`src/rtl/brush_stamp_scheduler.sv`:
```
// Brush stamp scheduler: rasterises a filled circle into the shared frame buffer using idle scanout cycles.
// Optional BRUSH_PENDING_EN adds a one-deep request slot so back-to-back stamps run with no IDLE gap.
module brush_stamp_scheduler #(
    parameter int CANVAS_X0  = 100,
    parameter int CANVAS_X1  = 540,
    parameter int CANVAS_Y0  = 100,
    parameter int CANVAS_Y1  = 380,
    parameter int RADIUS_MAX = 15
) (
    input  logic        Clk,
    input  logic        Reset,
    input  logic        stamp_req,
    input  logic [9:0]  BallX,
    input  logic [9:0]  BallY,
    input  logic [9:0]  Ball_size,
    input  logic        left_btn,
    input  logic        right_btn,
    input  logic        vga_rd_req,
    input  logic [9:0]  vga_x,
    input  logic [9:0]  vga_y,
    output logic [9:0]  mem_x,
    output logic [9:0]  mem_y,
    output logic        mem_we,
    output logic [23:0] mem_wdata,
    output logic        stamp_busy,
    output logic        stamp_done
);
    typedef enum logic [1:0] {IDLE, SCAN, DONE} state_t;

    localparam logic [9:0]  X0    = 10'(CANVAS_X0);
    localparam logic [9:0]  X1    = 10'(CANVAS_X1);
    localparam logic [9:0]  Y0    = 10'(CANVAS_Y0);
    localparam logic [9:0]  Y1    = 10'(CANVAS_Y1);
    localparam logic [9:0]  RMAX  = 10'(RADIUS_MAX);
    localparam logic [23:0] PAINT = 24'hFF00FF;

    // Lower box edge: centre minus radius, saturated at 0, then clipped to the canvas.
    function automatic logic [9:0] box_lo(input logic [9:0] c, input logic [9:0] r,
                                          input logic [9:0] lim);
        logic [9:0] d;
        d = (c < r) ? 10'd0 : c - r;
        return (d < lim) ? lim : d;
    endfunction

    function automatic logic [9:0] box_hi(input logic [9:0] c, input logic [9:0] r,
                                          input logic [9:0] lim);
        logic [10:0] s;
        s = {1'b0, c} + {1'b0, r};
        return (s > {1'b0, lim}) ? lim : s[9:0];
    endfunction

    state_t      state_q, state_d;
    logic [9:0]  cx_q, cx_d, cy_q, cy_d, r_q, r_d;
    logic [9:0]  xs_q, xs_d, xe_q, xe_d, ys_q, ys_d, ye_q, ye_d;
    logic [9:0]  x_q, x_d, y_q, y_d;
    logic [23:0] colour_q, colour_d;

    logic        req_ok;
    logic [9:0]  in_r;
    logic        src_vld, src_paint;
    logic [9:0]  src_x, src_y, src_r;
    logic [9:0]  n_xs, n_xe, n_ys, n_ye;

`ifdef BRUSH_PENDING_EN
    logic        pend_vld_q, pend_vld_d, pend_paint_q, pend_paint_d;
    logic [9:0]  pend_x_q, pend_x_d, pend_y_q, pend_y_d, pend_r_q, pend_r_d;
`endif

    assign req_ok = stamp_req & (left_btn | right_btn);
    assign in_r   = (Ball_size > RMAX) ? RMAX : Ball_size;

    always_comb begin
        src_x     = BallX;
        src_y     = BallY;
        src_r     = in_r;
        src_paint = left_btn;
        src_vld   = (state_q == IDLE) && req_ok;
`ifdef BRUSH_PENDING_EN
        // A request landing in DONE itself is newer than the slot, so it wins.
        if (state_q == DONE) begin
            src_vld = req_ok | pend_vld_q;
            if (!req_ok) begin
                src_x     = pend_x_q;
                src_y     = pend_y_q;
                src_r     = pend_r_q;
                src_paint = pend_paint_q;
            end
        end
`endif
        n_xs = box_lo(src_x, src_r, X0);
        n_xe = box_hi(src_x, src_r, X1);
        n_ys = box_lo(src_y, src_r, Y0);
        n_ye = box_hi(src_y, src_r, Y1);
    end

    // Circle test on the cursor; within a non-empty box |dx|,|dy| <= r so squares fit easily.
    logic signed [10:0] dx, dy;
    logic signed [21:0] dxe, dye, dx2, dy2;
    logic [21:0]        d2, r2;
    logic               hit, stall, write_en;

    always_comb begin
        dx  = $signed({1'b0, x_q}) - $signed({1'b0, cx_q});
        dy  = $signed({1'b0, y_q}) - $signed({1'b0, cy_q});
        dxe = {{11{dx[10]}}, dx};
        dye = {{11{dy[10]}}, dy};
        dx2 = dxe * dxe;
        dy2 = dye * dye;
        d2  = $unsigned(dx2) + $unsigned(dy2);
        r2  = {12'd0, r_q} * {12'd0, r_q};
        hit = (d2 <= r2);
    end

    assign stall    = (state_q == SCAN) && hit && vga_rd_req;
    assign write_en = (state_q == SCAN) && hit && !vga_rd_req;

    always_comb begin
        state_d  = state_q;
        cx_d = cx_q;  cy_d = cy_q;  r_d  = r_q;
        xs_d = xs_q;  xe_d = xe_q;  ys_d = ys_q;  ye_d = ye_q;
        x_d  = x_q;   y_d  = y_q;
        colour_d = colour_q;
        case (state_q)
            SCAN: begin
                if (!stall) begin
                    if (x_q == xe_q) begin
                        if (y_q == ye_q) begin
                            state_d = DONE;
                        end else begin
                            x_d = xs_q;
                            y_d = y_q + 10'd1;
                        end
                    end else begin
                        x_d = x_q + 10'd1;
                    end
                end
            end
            DONE:    state_d = IDLE;
            default: state_d = IDLE;
        endcase
        if (src_vld) begin
            cx_d     = src_x;
            cy_d     = src_y;
            r_d      = src_r;
            colour_d = src_paint ? PAINT : 24'h000000;
            xs_d = n_xs;  xe_d = n_xe;  ys_d = n_ys;  ye_d = n_ye;
            x_d  = n_xs;  y_d  = n_ys;
            state_d  = ((n_xs > n_xe) || (n_ys > n_ye)) ? DONE : SCAN;
        end
    end

`ifdef BRUSH_PENDING_EN
    always_comb begin
        pend_vld_d   = pend_vld_q;
        pend_x_d     = pend_x_q;
        pend_y_d     = pend_y_q;
        pend_r_d     = pend_r_q;
        pend_paint_d = pend_paint_q;
        if ((state_q == SCAN) && req_ok) begin
            pend_vld_d   = 1'b1;
            pend_x_d     = BallX;
            pend_y_d     = BallY;
            pend_r_d     = in_r;
            pend_paint_d = left_btn;
        end else if (state_q == DONE) begin
            pend_vld_d   = 1'b0;
        end
    end

    always_ff @(posedge Clk or negedge Reset) begin
        if (!Reset) begin
            pend_vld_q   <= 1'b0;
            pend_x_q     <= '0;
            pend_y_q     <= '0;
            pend_r_q     <= '0;
            pend_paint_q <= 1'b0;
        end else begin
            pend_vld_q   <= pend_vld_d;
            pend_x_q     <= pend_x_d;
            pend_y_q     <= pend_y_d;
            pend_r_q     <= pend_r_d;
            pend_paint_q <= pend_paint_d;
        end
    end
`endif

    always_ff @(posedge Clk or negedge Reset) begin
        if (!Reset) begin
            state_q  <= IDLE;
            cx_q <= '0;  cy_q <= '0;  r_q  <= '0;
            xs_q <= '0;  xe_q <= '0;  ys_q <= '0;  ye_q <= '0;
            x_q  <= '0;  y_q  <= '0;
            colour_q <= '0;
        end else begin
            state_q  <= state_d;
            cx_q <= cx_d;  cy_q <= cy_d;  r_q  <= r_d;
            xs_q <= xs_d;  xe_q <= xe_d;  ys_q <= ys_d;  ye_q <= ye_d;
            x_q  <= x_d;   y_q  <= y_d;
            colour_q <= colour_d;
        end
    end

    // Scanout owns the address bus whenever it asks, or whenever no scan is running.
    assign mem_x      = ((state_q == SCAN) && !vga_rd_req) ? x_q : vga_x;
    assign mem_y      = ((state_q == SCAN) && !vga_rd_req) ? y_q : vga_y;
    assign mem_we     = write_en;
    assign mem_wdata  = write_en ? colour_q : 24'h000000;
    assign stamp_busy = (state_q == SCAN);
    assign stamp_done = (state_q == DONE);
endmodule

```
`config.mk`:
```
export PLATFORM = sky130hd
export DESIGN_NAME = brush_stamp_scheduler
export DESIGN_NICKNAME = d
export VERILOG_FILES = /design/src/rtl/brush_stamp_scheduler.sv
export SDC_FILE = /design/constraint.sdc
export NUM_CORES = 1
export LEC_CHECK = 0
export ABC_AREA = 0
export CORE_UTILIZATION = 69
export CTS_BUF_LIST = sky130_fd_sc_hd__clkbuf_2 sky130_fd_sc_hd__clkbuf_4 sky130_fd_sc_hd__clkbuf_8
export CTS_CLUSTER_DIAMETER = 80
export DETAILED_ROUTE_END_ITERATION = 12
export GPL_ROUTABILITY_DRIVEN = 0
export PLACE_DENSITY = 0.95
export SYNTH_ARGS = -nofsm -noshare
export SYNTH_HDL_FRONTEND = slang
export SYNTH_SLANG_ARGS = --single-unit
```
`constraint.sdc`:
```
create_clock -name Clk -period 28.3 [get_ports Clk]
set_input_delay 5.66 -clock Clk [delete_from_list [all_inputs] [get_ports Clk]]
set_output_delay 5.66 -clock Clk [all_outputs]
set_load 0.005 [all_outputs]
```
==> results by group <==
Clock network
  • Clock buffer depth: 2
  • CTS Hold Bufs: 0
  • TritonCTS buffer count: 9
  • Worst-skew pair later-pin latency: 0.37 ns
  • Clock-pin slew on the worst setup and hold paths: 0.09 ns
  • H-tree Lvls: 3
  • CTS root buffer: clkbuf_8
  • Post-CTS setup buffers: 0
  • Clk sinks: 83
  • Post-CTS resize count: 0
  • CTS tree: done

Critical path
  • Most used cell along the critical path: fa_1
  • CP Launch Type: register
  • CP max stage cell: nor2_1
  • CP top delay family: adder cells
  • Crit path DAT: 12.86 ns
  • Crit-path max cell delay: 0.88 ns
  • CP Capture Type: output port
  • Crit path buf inv count: 7
  • Crit Path Class: reg -> out
  • Crit-path max FO: 16
  • CP required: 22.64 ns

Synthesis
  • Post-synth EDFFs: 0
  • Main combinational cell family by area after synthesis: adder cells
  • Synth Flop Type: dfrtp_1
  • Sequential area share after synthesis: 0.110
  • Synth Area per Inst: 8.87 um^2
  • Adder-cell share of the synthesized area: 0.460
  • Fraction of registers with async set/reset: 1.00
  • Compound-Gate Fraction of Synth Area: 0.113
  • Post-Synthesis Cells: 2,127
  • Post-synthesis xor/xnor area fraction: 0.0590
  • Post-synthesis cell type count: 81
  • Post-synthesis mux area share: 0.0194
  • Ys Warns: 0
  • Post-Synth Simple-Gate Area: 0.130
  • Synthesis-stage register bit count: 83
  • Mapped Area: 0.0189 mm^2

Layout
  • Area Overhead vs Synth: 7.11%
  • NumNets Final: 2,777
  • Commonest non-fill, non-tap cells in the layout: 434 x inv_1, 288 x fa_1, 233 x ha_1
  • Commonest non-fill, non-tap cell in the layout: inv_1
  • Layout cell share with drive strength beyond 1: 0.0413
  • Antenna diode count: 0

Route
  • Vias per cell: 6.01
  • First-pass DRT Iterations: 5
  • Detail Route Antenna Nets: 0
  • DR vias: 15,291
  • Wirelength, routed: 47.5 mm
  • # DRC: 0
  • Avg WL per Cell: 18.6 um
  • DR iter-0 viols: 1,194

Timing
  • Slew Limit Fails: 0
  • Rel. slew slack: 0.312
  • Hold Violations, Final: 0
  • RSZ-0062 raised after global routing: no
  • Peak Freq: 54.0 MHz
  • Setup TNS: 0 ns
  • Final Critical Period: 18.52 ns
  • Clk_skew: 0.0121 ns
  • Period utilization: 0.655
  • Worst slew pin tran: 1.03 ns
  • Final Setup Violations: 0

Placement
  • Port bufs: 94
  • DP Wirelength: 39.9 mm

Global routing
  • First-pass GRT wire length: 79.0 mm
  • Vias in the first global route: 16,583
  • GR Overflow Total: 0
  • Largest net degree at the start of global routing: 79
  • Antenna violations before repair: 0
  • Most Crowded Layer GR: met2
  • Met3 GRT Util: 0.0503
  • Met2 GRT Util: 0.639
  • GR met1 Demand/Resource: 0.406
  • Gr usage total: 0.357

Status
  • Outcome: finished clean

Job
  • Max-Cap Viols: 0

Die
  • Die Y-Extent: 167 um
  • Initial Util: 0.702
  • Placeable Area: 0.0269 mm^2
  • Full die area: 0.0280 mm^2
  • I/O pins: 103
  • Row cnt: 60
  • Die width: 167 um

Hold path
  • Hold Path Class: reg -> reg
[logic make-up after synthesis]
kind of cell | Yosys count
xor gates and xnor gates | 127
muxes | 33
DFF | 83
AOI/OAI and AO/OA | 320
and+or+nand+nor | 529
adders and majority gates | 521
buffers and inverters | 512
other | 2
[path summary, 6_finish.rpt]
check                                            to                startpoint  cells past startpoint  slack [ns]
max                                   mem_wdata[18]        y_q[0]$_DFFE_PN0P_                     43        9.78
min in group asynchronous        r_q[4]$_DFFE_PN0P_                     Reset                      1        5.07
max in group asynchronous       ye_q[5]$_DFFE_PN0P_                     Reset                      2       22.06
max reg2reg                      y_q[9]$_DFFE_PN0P_        y_q[0]$_DFFE_PN0P_                     43       16.13
min reg2reg                colour_q[22]$_DFFE_PN0P_  colour_q[22]$_DFFE_PN0P_                      2        0.48
min                        colour_q[22]$_DFFE_PN0P_  colour_q[22]$_DFFE_PN0P_                      2        0.48
[cells in the mapped netlist, types with 9 or more instances]
cell      instances  area (um^2)
o21bai_1         18          135
ha_1            233         2920
nor2b_1          23          144
nor3_1           24          120
and3_1           11         68.8
a21o_1           28          210
a31oi_1          12         75.1
mux2_2           27          304
buf_4            23          173
o21a_1           10         75.1
xnor2_1          79          692
and2_1           50          313
inv_1           434         1630
nor2_1          150          563
nand2b_1         24          150
nand3_1          22          110
o21ai_0          87          435
nand2_1         181          679
dfrtp_1          83         2080
o211ai_1         10         75.1
or2_2             9         56.3
fa_1            288         5770
xor2_1           48          420
clkbuf_1         42          158
a21oi_1          73          365
[area by class of cell]
class	count	area (um^2)
Clock buffer	9	124
Clock inverter	7	51.3
Fill cell	1719	6670
Inverter	439	1650
Multi-Input combinational cell	1564	14900
Sequential cell	83	2080
Tap cell	341	427
Timing Repair Buffer	103	1010
[state kept, by name (all words and copies together), names as in the netlist]
| name | count |
|---|---|
| cx_q | 10 |
| cy_q | 10 |
| r_q | 10 |
| x_q | 10 |
| xe_q | 10 |
| xs_q | 10 |
| y_q | 10 |
| ye_q | 10 |
| state_q | 2 |
| colour_q | 1 |
[metal layers]
| layer | wire, um | up-vias | share of wire |
|---|---|---|---|
| met4 | 2860 | 0 | 0.060 |
| met3 | 3650 | 203 | 0.077 |
| li1 | - | 6802 | - |
| met5 | 0 | - | 0 |
| met2 | 24200 | 801 | 0.51 |
| met1 | 16700 | 7485 | 0.35 |
[worst reg2reg max path: cells and delay by family, from the launching register on]
family,cells,cell delay [ns]
AND/OR/NAND/NOR,8,1.97
adder cells (fa/ha/maj),11,4.96
buffers and inverters,6,0.66
XOR/XNOR,1,0.10
AO/OA/AOI/OAI,16,3.51
multiplexers,1,0.39
flip-flops,1,0.47
[per-stage QoR]
stage / instances / utilization / setup WS [ns] / cell area (um^2) / hold slack, ns
3_3_place_gp: 2530 / 0.745 / 11.02 / 20000 / 0.456
5_1_grt: 2546 / 0.752 / 9.14 / 20200 / 0.489
3_5_place_dp: 2530 / 0.745 / 10.38 / 20000 / 0.463
2_1_floorplan: 2159 / - / 12.33 / 19000 / 0.437
4_1_cts: 2546 / 0.752 / 9.92 / 20200 / 0.484
6_report: 2546 / 0.752 / 9.78 / 20200 / 0.482
Power is left out: the tool's default activity adds up to more than one toggle a clock period on the data nets, which glitch-free logic cannot reach.
